`config.mk`:
```
export PLATFORM = sky130hd
export DESIGN_NAME = instr_mem_loader
export DESIGN_NICKNAME = d
export VERILOG_FILES = /design/src/rtl/instr_mem_loader.sv
export SDC_FILE = /design/constraint.sdc
export NUM_CORES = 1
export LEC_CHECK = 0
export CAP_MARGIN = 10
export CORE_UTILIZATION = 55
export DETAILED_ROUTE_END_ITERATION = 12
export DONT_BUFFER_PORTS = 1
export PLACE_DENSITY = 0.77
export SYNTH_ARGS = -nofsm -noshare
export SYNTH_HDL_FRONTEND = slang
export SYNTH_SLANG_ARGS = --single-unit
export TNS_END_PERCENT = 1
```
`constraint.sdc`:
```
create_clock -name i_clk -period 2.7 [get_ports i_clk]
set_input_delay 0.405 -clock i_clk [delete_from_list [all_inputs] [get_ports i_clk]]
set_output_delay 0.405 -clock i_clk [all_outputs]
set_load 0.02 [all_outputs]
```
`src/rtl/instr_mem_loader.sv`:
```
// Debug-path loader: assembles UART bytes MSB-first into instruction words and
// writes them to consecutive instruction-memory addresses until halt word or full.
module instr_mem_loader #(
  parameter int BITS_SIZE = 32,
  parameter int SIZE_TRAMA = 8,
  parameter int SIZE_MEM_INSTRUC = 256,
  parameter logic [BITS_SIZE-1:0] HALT_WORD = 32'hFFFFFFFF,
  localparam int ADDR_W = $clog2(SIZE_MEM_INSTRUC)
) (
  input  logic                  i_clk,
  input  logic                  i_reset,
  input  logic                  i_start,
  input  logic                  i_rx_done,
  input  logic [SIZE_TRAMA-1:0] i_rx_data,
  output logic                  o_write_en,
  output logic [ADDR_W-1:0]     o_addr,
  output logic [BITS_SIZE-1:0]  o_data,
  output logic                  o_busy,
  output logic                  o_done,
  output logic                  o_overflow,
  output logic [ADDR_W:0]       o_word_count,
  output logic [1:0]            o_state
);

  // Handshake: i_start and i_rx_done are single-cycle valid strobes with no
  // back-pressure; a byte is taken only in LOAD, everything else drops it.
  localparam int BPW = BITS_SIZE / SIZE_TRAMA;
  localparam int CNT_W = (BPW > 1) ? $clog2(BPW) : 1;
  localparam logic [CNT_W-1:0] LAST_BYTE = CNT_W'(BPW - 1);
  localparam logic [ADDR_W-1:0] LAST_ADDR = ADDR_W'(SIZE_MEM_INSTRUC - 1);

  typedef enum logic [1:0] {
    S_IDLE  = 2'd0,
    S_LOAD  = 2'd1,
    S_FLUSH = 2'd2,
    S_DONE  = 2'd3
  } state_t;

  state_t               state;
  logic [CNT_W-1:0]     byte_cnt;
  logic [BITS_SIZE-1:0] shift_reg;
  logic [BITS_SIZE-1:0] assembled;
  logic [ADDR_W-1:0]    addr_inc;
  logic [ADDR_W-1:0]    wr_addr;

  // wr_addr is the address the next latched word will use: if a write is in
  // flight this cycle, o_addr is about to advance past it.
  always_comb begin
    assembled = (shift_reg << SIZE_TRAMA) | BITS_SIZE'(i_rx_data);
    addr_inc  = (o_addr == LAST_ADDR) ? '0 : o_addr + ADDR_W'(1);
    wr_addr   = o_write_en ? addr_inc : o_addr;
  end

  assign o_state = state;

  always_ff @(posedge i_clk or negedge i_reset) begin
    if (!i_reset) begin
      state        <= S_IDLE;
      byte_cnt     <= '0;
      shift_reg    <= '0;
      o_write_en   <= 1'b0;
      o_addr       <= '0;
      o_data       <= '0;
      o_busy       <= 1'b0;
      o_done       <= 1'b0;
      o_overflow   <= 1'b0;
      o_word_count <= '0;
    end else begin
      o_write_en <= 1'b0;
      o_done     <= 1'b0;
      if (o_write_en) begin
        o_addr       <= addr_inc;
        o_word_count <= o_word_count + (ADDR_W+1)'(1);
      end
      case (state)
        S_IDLE: begin
          if (i_start) begin
            byte_cnt     <= '0;
            shift_reg    <= '0;
            o_addr       <= '0;
            o_word_count <= '0;
            o_overflow   <= 1'b0;
            o_busy       <= 1'b1;
            state        <= S_LOAD;
          end
        end
        S_LOAD: begin
          if (i_rx_done) begin
            shift_reg <= assembled;
            if (byte_cnt == LAST_BYTE) begin
              byte_cnt   <= '0;
              o_data     <= assembled;
              o_write_en <= 1'b1;
              if (assembled == HALT_WORD) begin
                state <= S_FLUSH;
              end else if (wr_addr == LAST_ADDR) begin
                o_overflow <= 1'b1;
                state      <= S_FLUSH;
              end
            end else begin
              byte_cnt <= byte_cnt + CNT_W'(1);
            end
          end
        end
        S_FLUSH: begin
          o_busy <= 1'b0;
          o_done <= 1'b1;
          state  <= S_DONE;
        end
        default: begin
          state <= S_IDLE;
        end
      endcase
    end
  end

endmodule

```
# [After elaboration in Yosys (flattened, before gate mapping)]
# Cells that the tools add are included.
[totals] register_bits=81 latchBits=0 ramBits=0 mem_bits_ro=0 input_bits=12 output_inout_bits=55 n_memories=0
[op_classes] n_addsub=3 mul=0 div=0 n_lt_le_gt_ge=0 eq_ne=12 shifts=0 n_mux=32 bitwise=1 n_reduce_logical=8
[op_table] op="two-way mux 24 bit" count=2
[op_table] op="case mux 24 bit (2 select lines)" count=1
[op_table] op="== test 32 bit, second input constant" count=1
[op_table] op="two-way mux 8 bit" count=4
[op_table] op="OR 32 x 8 -> 32 bit" count=1
[op_table] op="two-way mux 9 bit" count=3
[op_table] op="== test 8 bit, second input constant" count=2
[op_table] op="two-way mux 2 bit" count=8
[op_table] op="two-way mux 1 bit" count=10
[op_table] op="!= test 2 bit, second input constant" count=5
[op_table] op="adder 9 x 1 -> 9 bit, second input constant" count=1
[op_table] op="adder 8 x 1 -> 8 bit, second input constant" count=1
[op_table] op="case mux 2 bit (3 select lines)" count=1
[op_table] op="AND reduction 3 bit" count=2
[op_table] op="AND reduction 6 bit" count=1
[op_table] op="== test 2 bit, second input constant" count=2
[op_table] op="case mux 1 bit (2 select lines)" count=2
[op_table] op="case mux 2 bit (2 select lines)" count=1
[op_table] op="AND reduction 4 bit" count=1
[op_table] op="nonzero test 2 bit" count=2
[op_table] op="!= test 3 bit, second input constant" count=1
[op_table] op="adder 2 x 1 -> 2 bit, second input constant" count=1
[op_table] op="== test 2 x 1 -> 1 bit, second input constant" count=1
[op_table] op="zero test 2 bit" count=1
[op_table] op="AND reduction 2 bit" count=1

# [Depth between registers and ports, before layout]
# Gate-level depths: netlist of the first run.
[logic_depth] ltp_word=9 ltp_mapped=9 mapped_depth_nobuf=7

# [Worst setup path after synthesis of the first run]
# No wires, ideal clock.
[synth_path] kind="register to register" startpoint="register o_addr[1]" endpoint="register state[1], in the netlist o_state[1]" arrival_ns=1.942 required_time_ns=2.572 setup_slack_ns=0.630 stages_incl_launch_ff=8 path_cell_list="dfrtp_1 > ha_1 > nand2_1 > nor2_1 > a32o_1 > o21ai_1 > a221oi_2 > mux2_1"
[synth_via] elab_chain_cells=6 elab_cells_between_ends=7 cone_classes="add/sub: 1; eq/ne: 3; mux: 2; reduce/logical: 1"
[synth_lines] item="start, declared" line_no="16" source="output logic [ADDR_W-1:0] o_addr,"
[synth_lines] item="start signal, assigned" line_no="72" source="o_addr <= addr_inc;"
[synth_lines] item="adder 8 x 1 -> 8 bit or == test 8 bit (tied branches)" line_no="50" source="addr_inc = (o_addr == LAST_ADDR) ? '0 : o_addr + ADDR_W'(1);"
[synth_lines] item="two-way mux 8 bit" line_no="50"
[synth_lines] item="two-way mux 8 bit *" line_no="51" source="wr_addr = o_write_en ? addr_inc : o_addr;"
[synth_lines] item="== test 8 bit *" line_no="96" source="end else if (wr_addr == LAST_ADDR) begin"
[synth_lines] item="!= test 3 bit (no source line) *"
[synth_lines] item="AND reduction 4 bit (no source line) *"
[synth_lines] item="end signal, assigned" line_no="58" source="state <= S_IDLE;"
[synth_lines] item="end signal, assigned" line_no="95" source="state <= S_FLUSH;"
[synth_lines] item="end signal, assigned" line_no="98" source="state <= S_FLUSH;"
[synth_lines] item="end, declared" line_no="39" source="state_t state;"
# Every way passes the cells marked *; elsewhere a longest branch is shown, timed or not.
# A chain may end at the register's enable or synchronous reset.

# [Worst setup path after layout of the first run]
[layout_path] startpoint="register o_addr[0]" endpoint="register state[1], in the netlist o_state[1]"
# The elaborated chain is that of the path after synthesis.

==> impl_metrics.csv, run 1 <==
group,metric,value,unit
placement,port_buffers,0,
global_routing,overflow,0,
timing,fin_worst_skew,7.10,ps
critical_path,cp-end-kind,"register",
timing,post-route-period-util,82.9,%
routing,wl,6.26,mm
routing,dr.pass1.iters,4,
flow_run,drv_cap,0,
floorplanning,boundaryPins,67,
clock_network,postCtsSetupBuffers,0,
finish,nets,297,
placement,hpwl,4.16,mm
pwr,worst_ir_drop_vdd,0.000493,V
synth,synth_compound_gate_area_share,11.1,%
placement,place.gp.congestion,0.756,
timing,fmax,0.447,GHz
floorplanning,start_util,57.7,%
finish,largest_reg_flops,32,
placement,post-place-ws,452,ps
routing,via_per_inst,6.03,
status,status,"finished, final reports clean",
critical_path,path_delay_family,"compound AO/OA/AOI/OAI gates",
routing,dr.first_iter.drc_count,104,
critical_path,crit_buf_inv,0,
global_routing,grt_pass1_vias,2122,
finish,synthToLayoutAreaGrowth,8.60,%
synth,synth_top_area_share,59.0,%
routing,wl_per_cell,17.5,µm
global_routing,grt_max_degree,82,
finish,drive_gt1_share,20.5,%
synth,seq_area_frac_synth,59.0,%
hold_path,hold_class,"primary input to register",
finish,n_antenna_cell,0,
floorplanning,core,5960,µm²
synth,synthTopCellsByArea,"dfrtp_1 59%, mux2_2 10%, a22o_1 6.4%",
floorplanning,fp.dieH,81.0,µm
critical_path,setup.worst_path.class,"register to register",
critical_path,cp_data_arrival_time,2480,ps
synth,synth_mux_area_share,11.7,%
synth,syn_inst,274,
critical_path,critical-path-max-stage-delay,540,ps
finish,utilization,62.6,%
critical_path,crit_required,2940,ps
clock_network,numCtsBuffers,9,
global_routing,use_met1,27.6,%
timing,finalHoldViolCount,0,
clock_network,cts.htree.levels,3,
critical_path,critical_path.max_fanout,5,
synth,synth-simple-area-share,9.80,%
synth,syn_area,3430,µm²
synth,yosysWarnings,0,
clock_network,cts.repair.resized,0,
floorplanning,rows,28,
finish,fill_cells,460,
finish,final_common_cell,"dfrtp_1",
floorplanning,die-area,6560,µm²
timing,report.final.slew_viol_count,0,
global_routing,globalRouteMet3Util,7.08,%
floorplanning,fp.dieW,81.0,µm
synth,synthAdderAreaFrac,2.55,%
synth,synth_xor_area_share,3.32,%
pwr,powerDensity,918,nW/µm²
clock_network,clkSlewWorstSetupHoldPaths,90,ps
clock_network,cts_sinks,81,
global_routing,busiest_layer,"met2",
synth,synth_top_family_by_area,"multiplexers",
clock_network,insertion_delay,350,ps
timing,period_needed,2240,ps
routing,vias,2160,
timing,worst_pin_slew,609,ps
global_routing,antenna_found_initial,0,
routing,drc,0,
global_routing,met2_usage,30.3,%
finish,most-common-layout-cells,"81 x dfrtp_1, 32 x mux2_2, 25 x a22o_1",
timing,finalSetupTns,0,ps
pwr,p_leak,1.77,nW
synth,ys_ff_latch,81,
timing,relSlewSlack,59.4,%
critical_path,crit_path_start_kind,"register",
critical_path,cp_cell_sequence,"ha_1 -> nand2_1 -> nor2_1 -> a32o_1 -> o21ai_1 -> a221oi_2 -> mux2_1",
synth,syn_area_per_cell,12.5,µm²
routing,ant_nets,0,
synth,synth.largest_area_cell,"dfrtp_1",
timing,worst_slack,461,ps
global_routing,grt.total_usage,20.8,%
synth,syn-num-nets,293,
timing,finalSetupViolCount,0,
global_routing,grt_pass1_wl,10.1,mm
synth,synth.distinct_cells,39,
clock_network,cts_max_path_buffers,2,
critical_path,slowest_stage,"dfrtp_1",
clock_network,cts_tree,"yes",
timing,rsz0062_at_grt,"false",
clock_network,cts_root_buf,"clkbuf_8",
==> report_power, final <==
part           total, mW  internal [mW]  switching (mW)
registers           1.92           1.48           0.440
clock network      0.828          0.370           0.458
logic              0.676          0.320           0.356
==> per-stage QoR <==
stage	total power [mW]	std cells	area [µm²]	hold slack (ps)
2_1_floorplan	2.41	274	3430	109
3_5_place_dp	2.59	340	3500	112
4_1_cts	3.45	358	3730	167
3_3_place_gp	2.56	340	3500	112
6_report	3.43	358	3730	180
5_1_grt	3.61	358	3730	160
==> per-layer routing <==
layer	up-vias	wire, µm
li1	1004	-
met1	1084	2920
met2	62	2810
met3	10	415
met4	0	126
met5	-	0
==> path summary, 6_finish.rpt <==
kind                                               from                        end  slack [ps]  cells past startpoint
worst min-delay path                       i_rx_data[4]   shift_reg[4]$_DFFE_PN0P_         180                      1
max in group asynchronous                       i_reset  o_word_count[5]$_DFF_PN0_        1760                      2
worst max register to register      o_addr[0]$_DFF_PN0_     o_state[1]$_DFFE_PN0P_         460                      7
worst max-delay path                o_addr[0]$_DFF_PN0_     o_state[1]$_DFFE_PN0P_         460                      7
worst min register to register  byte_cnt[1]$_DFFE_PN0P_    byte_cnt[1]$_DFFE_PN0P_         520                      1
min in group asynchronous                       i_reset  shift_reg[22]$_DFFE_PN0P_         650                      2
==> synthesized netlist by cell type <==
cell       number
o21ai_1         2
a32o_1          1
a221oi_2        1
nand4_1        13
xnor2_1         5
nand3_2         1
a22oi_1         1
a31oi_1         1
nand2_2         1
buf_4           2
inv_1           6
mux2i_1         3
a21o_1          1
a41o_1          1
o21bai_1        1
a2bb2oi_1       1
xor2_1          8
o22a_1          1
a21oi_1         7
buf_2           2
ha_1            7
and2_1          1
nand3_1         6
or3_1           2
nor2b_1         2
mux2_2         32
mux2_1          1
nand2_1        12
dfrtp_1        81
nand3b_1        1
nor3_2          1
nor3b_1         1
nor2_1         22
a22o_1         25
nor4_1          3
nand2b_1        1
clkbuf_1       10
a211oi_1        1
o21ai_0         6
==> cell type report <==
cell class	instances	area, µm²	area share [%]
inverter	6	22.5	0.604
multi-input combinational	173	1320	35.5
sequential	81	2030	54.3
timing repair buffer	7	75.1	2.01
clock inverter	6	51.3	1.38
clock buffer	10	138	3.69
tap	75	93.8	2.52
==> kinds of logic after synthesis <==
| kind of cell | after synthesis |
|---|---|
| flops | 81 |
| simple gates | 67 |
| compound gates | 50 |
| mux | 36 |
| buf+inv | 20 |
| xor+xnor | 13 |
| fa+ha+maj | 7 |
==> what timing repair did <==
action / CTS / global route
setup endpoints to repair: 0 / 0
endpoints found under the hold margin: 81 / 0
hold buffers: 2 / 0
Note: power is estimated with default switching activity, not from simulation.
==> run 2: changes to the inputs <==
Clock period 2.7 ns to 2.12 ns, I/O delays scaled along.
==> impl_metrics.csv, run 2 (synthesis gave the netlist of run 1 again) <==
group,metric,value,unit
clock_network,cts_sinks,81,
routing,via_per_inst,5.92,
global_routing,grt.total_usage,21.5,%
clock_network,cts.repair.resized,0,
clock_network,cts_tree,"yes",
finish,nets,307,
floorplanning,boundaryPins,67,
global_routing,grt_pass1_wl,10.5,mm
hold_path,hold_class,"primary input to asynchronous set/reset pin",
clock_network,postCtsSetupBuffers,0,
critical_path,setup.worst_path.start,"o_addr[0]$_DFF_PN0_",
finish,final_area,3840,µm²
finish,largest_reg_flops,32,
critical_path,cp_data_arrival_time,2240,ps
critical_path,critical-path-max-stage-delay,400,ps
pwr,powerDensity,1220,nW/µm²
floorplanning,fp.dieW,81.0,µm
clock_network,cts_root_buf,"clkbuf_8",
critical_path,cp_cell_sequence,"ha_1 -> nand2_1 -> nor3b_1 -> a32o_1 -> o21ai_1 -> a221oi_2 -> mux2_1",
placement,place.gp.congestion,0.811,
placement,placed_area,3590,µm²
routing,vias,2180,
timing,report.final.slew_viol_count,0,
critical_path,path_delay_family,"compound AO/OA/AOI/OAI gates",
finish,most-common-layout-cells,"81 x dfrtp_1, 32 x mux2_2, 25 x a22o_1",
critical_path,slowest_stage,"dfrtp_1",
finish,drive_gt1_share,23.5,%
timing,worst_slack,110,ps
global_routing,grt_pass1_vias,2138,
status,status,"finished, violations left",
clock_network,cts_max_path_buffers,2,
timing,rsz0062_at_grt,"false",
timing,worst_pin_slew,444,ps
critical_path,crit_buf_inv,0,
floorplanning,die-area,6560,µm²
clock_network,numCtsBuffers,9,
critical_path,cp-endpoint,"o_state[1]$_DFFE_PN0P_",
placement,post-place-ws,113,ps
timing,fmax,0.497,GHz
timing,relSlewSlack,70.2,%
global_routing,overflow,0,
routing,drc,0,
critical_path,critical_path.max_fanout,4,
critical_path,cp-end-kind,"register",
floorplanning,fp.dieH,81.0,µm
finish,final_common_cell,"dfrtp_1",
routing,dr.first_iter.drc_count,144,
critical_path,reg2regPathDepth,7,
critical_path,crit_required,2350,ps
timing,post-route-period-util,94.8,%
clock_network,insertion_delay,350,ps
timing,finalHoldViolCount,81,
finish,n_antenna_cell,0,
global_routing,grt_max_degree,82,
floorplanning,rows,28,
critical_path,crit_path_start_kind,"register",
routing,wl,6.42,mm
floorplanning,core,5960,µm²
flow_run,drv_cap,0,
pwr,worst_ir_drop_vdd,0.000709,V
placement,port_buffers,0,
critical_path,rrSetupSlack,110,ps
routing,dr.pass1.iters,4,
finish,synthToLayoutAreaGrowth,11.9,%
clock_network,clkSlewWorstSetupHoldPaths,80,ps
timing,finalSetupTns,0,ps
timing,hold_ws,-339,ps
status,violations,"negative hold slack",
timing,finalSetupViolCount,0,
floorplanning,start_util,57.7,%
critical_path,r2r_start,"o_addr[0]$_DFF_PN0_",
placement,hpwl,4.36,mm
critical_path,r2r-end,"o_state[1]$_DFFE_PN0P_",
critical_path,worst-path-stages,7,
clock_network,cts.htree.levels,3,
critical_path,setup.worst_path.class,"register to register",
routing,wl_per_cell,17.4,µm
timing,fin_worst_skew,9.07,ps
timing,period_needed,2010,ps
routing,ant_nets,0,
pwr,p_leak,1.85,nW
global_routing,antenna_found_initial,0,
[run 2: cell count changes in the layout (fill, tap and decap cells not counted), sizes merged]
cell / before / now
buf: 6 / 17
bufinv: 0 / 3
dlygate4sd3: 1 / 0
clkbuf: 10 / 9
clkinvlp: 3 / 1
[run 2: final cells by class]
cell class | count | area, µm²
Fill cell | 466 | 2110
Sequential cell | 81 | 2030
Multi-Input combinational cell | 173 | 1320
Timing Repair Buffer | 17 | 128
Clock inverter | 7 | 126
Clock buffer | 9 | 124
Tap cell | 75 | 93.8
Inverter | 6 | 22.5
[run 2: worst min-delay path by stage]
stage	to
after CTS	shift_reg[7]$_DFFE_PN0P_
after global routing	o_data[26]$_DFFE_PN0P_
final	o_data[26]$_DFFE_PN0P_
after detailed placement	o_data[26]$_DFFE_PN0P_
after global placement	o_data[26]$_DFFE_PN0P_
after floorplan	byte_cnt[0]$_DFFE_PN0P_
[run 2: stage by stage]
stage | power [mW] | utilization (%) | instances
2_1_floorplan | 3.07 | - | 274
3_3_place_gp | 3.29 | 60.3 | 352
3_5_place_dp | 3.34 | 60.3 | 352
4_1_cts | 4.72 | 64.5 | 368
5_1_grt | 4.92 | 64.5 | 368
6_report | 4.69 | 64.5 | 368
[run 2: metal layers]
metal / GRT usage (%) / share of wire (%) / up-vias
met2: 32.2 / 46 / 61
met1: 28.7 / 46 / 1090
met3: 7.30 / 6.8 / 11
met4: 8.57 / 1.6 / 0
met5: 0 / 0 / -
li1: - / - / 1018
[run 2: power by group]
group	switching (mW)	total [mW]	internal, mW
clock	0.589	1.39	0.796
combinational	0.459	0.890	0.431
sequential	0.524	2.41	1.89
total	1.57	4.69	3.11
[run 2: worst reg2reg max path: cells and delay by family (launching register included)]
| kind | cells | cell delay [ps] |
|---|---|---|
| multiplexers | 1 | 350 |
| AO/OA/AOI/OAI | 3 | 560 |
| flip-flops | 1 | 400 |
| AND/OR/NAND/NOR | 2 | 340 |
| adder cells (fa/ha/maj) | 1 | 250 |
==> patch (settings of run 1) <==
Register the output `o_overflow` once more, with the module's reset; this adds one clock of latency there. The other outputs are not delayed to match.
--- a/src/rtl/instr_mem_loader.sv
+++ b/src/rtl/instr_mem_loader.sv
@@ -37,4 +37,6 @@
   } state_t;
 
+  logic o_overflow_s0;
+
   state_t               state;
   logic [CNT_W-1:0]     byte_cnt;
@@ -64,5 +66,5 @@
       o_busy       <= 1'b0;
       o_done       <= 1'b0;
-      o_overflow   <= 1'b0;
+      o_overflow_s0 <= 1'b0;
       o_word_count <= '0;
     end else begin
@@ -80,5 +82,5 @@
             o_addr       <= '0;
             o_word_count <= '0;
-            o_overflow   <= 1'b0;
+            o_overflow_s0 <= 1'b0;
             o_busy       <= 1'b1;
             state        <= S_LOAD;
@@ -95,5 +97,5 @@
                 state <= S_FLUSH;
               end else if (wr_addr == LAST_ADDR) begin
-                o_overflow <= 1'b1;
+                o_overflow_s0 <= 1'b1;
                 state      <= S_FLUSH;
               end
@@ -115,4 +117,12 @@
   end
 
+  always_ff @(posedge i_clk or negedge i_reset) begin
+    if (!i_reset) begin
+      o_overflow <= '0;
+    end else begin
+      o_overflow <= o_overflow_s0;
+    end
+  end
+
 endmodule
 
Check against the original RTL: same outputs for any inputs over 4 cycles, from zero or initial values and one cycle with i_reset low; that may be too few to reach the edited logic, so the function may still have changed.
==> patch against run 1 <==
Routed wire length is 4.8% higher; first-iteration DRC count is 12% lower; sequential cell count is 1 higher; clock power is 5.3% higher; worst setup slack worse by 32 ps; synthesized area is 1.6% higher; cell area is 1.8% higher; power is 32% higher; global-route usage is 0.97 points higher; largest power group unchanged.
==> patch: results (changes against run 1) <==
status finished, final reports clean; Slew @ Worst Pin 725 ps (+116 ps); hold slack final 179 ps (-1.24 ps); Synth top cells by count dfrtp_1, mux2_2, a22o_1; Filler Cell Count 491 (+6.7%); Routed WL 6.56 mm (+4.8%); Tot Pwr 4.50 mW (+32%); Seq/Total Area, Yosys 58.8% (-0.19 points); DP HPWL 4.28 mm (+2.8%); Compound-Gate Fraction of Synth Area 11.5% (+0.37 points); crit path from o_addr[1]; Net Count, Synth 294 (+0.34%); global-route wire length before repair 10.6 mm (+5.4%); Final Wtd Congestion 0.820 (+8.5%); largest net degree at the start of global routing 83 (+1.2%); GR Layer Usage met3 8.89% (+1.8 points); Finished Core Util 63.0% (+0.41 points); dominant cells by area after synthesis dfrtp_1, mux2_2, a22o_1; Hold Startpoint i_rx_data[2]; Non-Filler Instances 359 (+0.28%); Tot GR Track Use 21.8% (+0.97 points); leakage power 1.73 nW (-2.3%); Clock Skew 12.3 ps (+5.21 ps); Crit path arrival time 2510 ps (+30 ps); vias per cell 6.22 (+3.1%); M2 GR Usage 35.2% (+4.9 points)
patch: changes by cell type after synthesis, sizes merged, moves of 2 or more:
cell	run 1	this run
xnor2	5	3
nand4	13	16
a21oi	7	5
nand2	13	10
nor2	22	19
patch: cell type report:
class	count	area share (%)
Clock buffer	12	3.82
Clock inverter	4	1.35
Inverter	6	0.593
Multi-Input combinational cell	173	35.8
Sequential cell	82	54.0
Tap cell	75	2.47
Timing Repair Buffer	7	1.98
patch: routing by layer:
metal / vias up / share of wire (%)
met4: 0 / 1.1
met1: 1121 / 42
met5: - / 0
met2: 88 / 49
li1: 1015 / -
met3: 10 / 7.7
patch: worst max-delay path by stage:
| stage | cells after the start | to | slack [ps] |
|---|---|---|---|
| after floorplan | 6 | o_state[1] | 590 |
| after global placement | 6 | o_state[1] | 520 |
| after global routing | 6 | o_state[1] | 280 |
| final | 6 | o_state[1] | 430 |
| after CTS | 6 | o_state[1] | 440 |
| after detailed placement | 6 | o_state[1] | 460 |
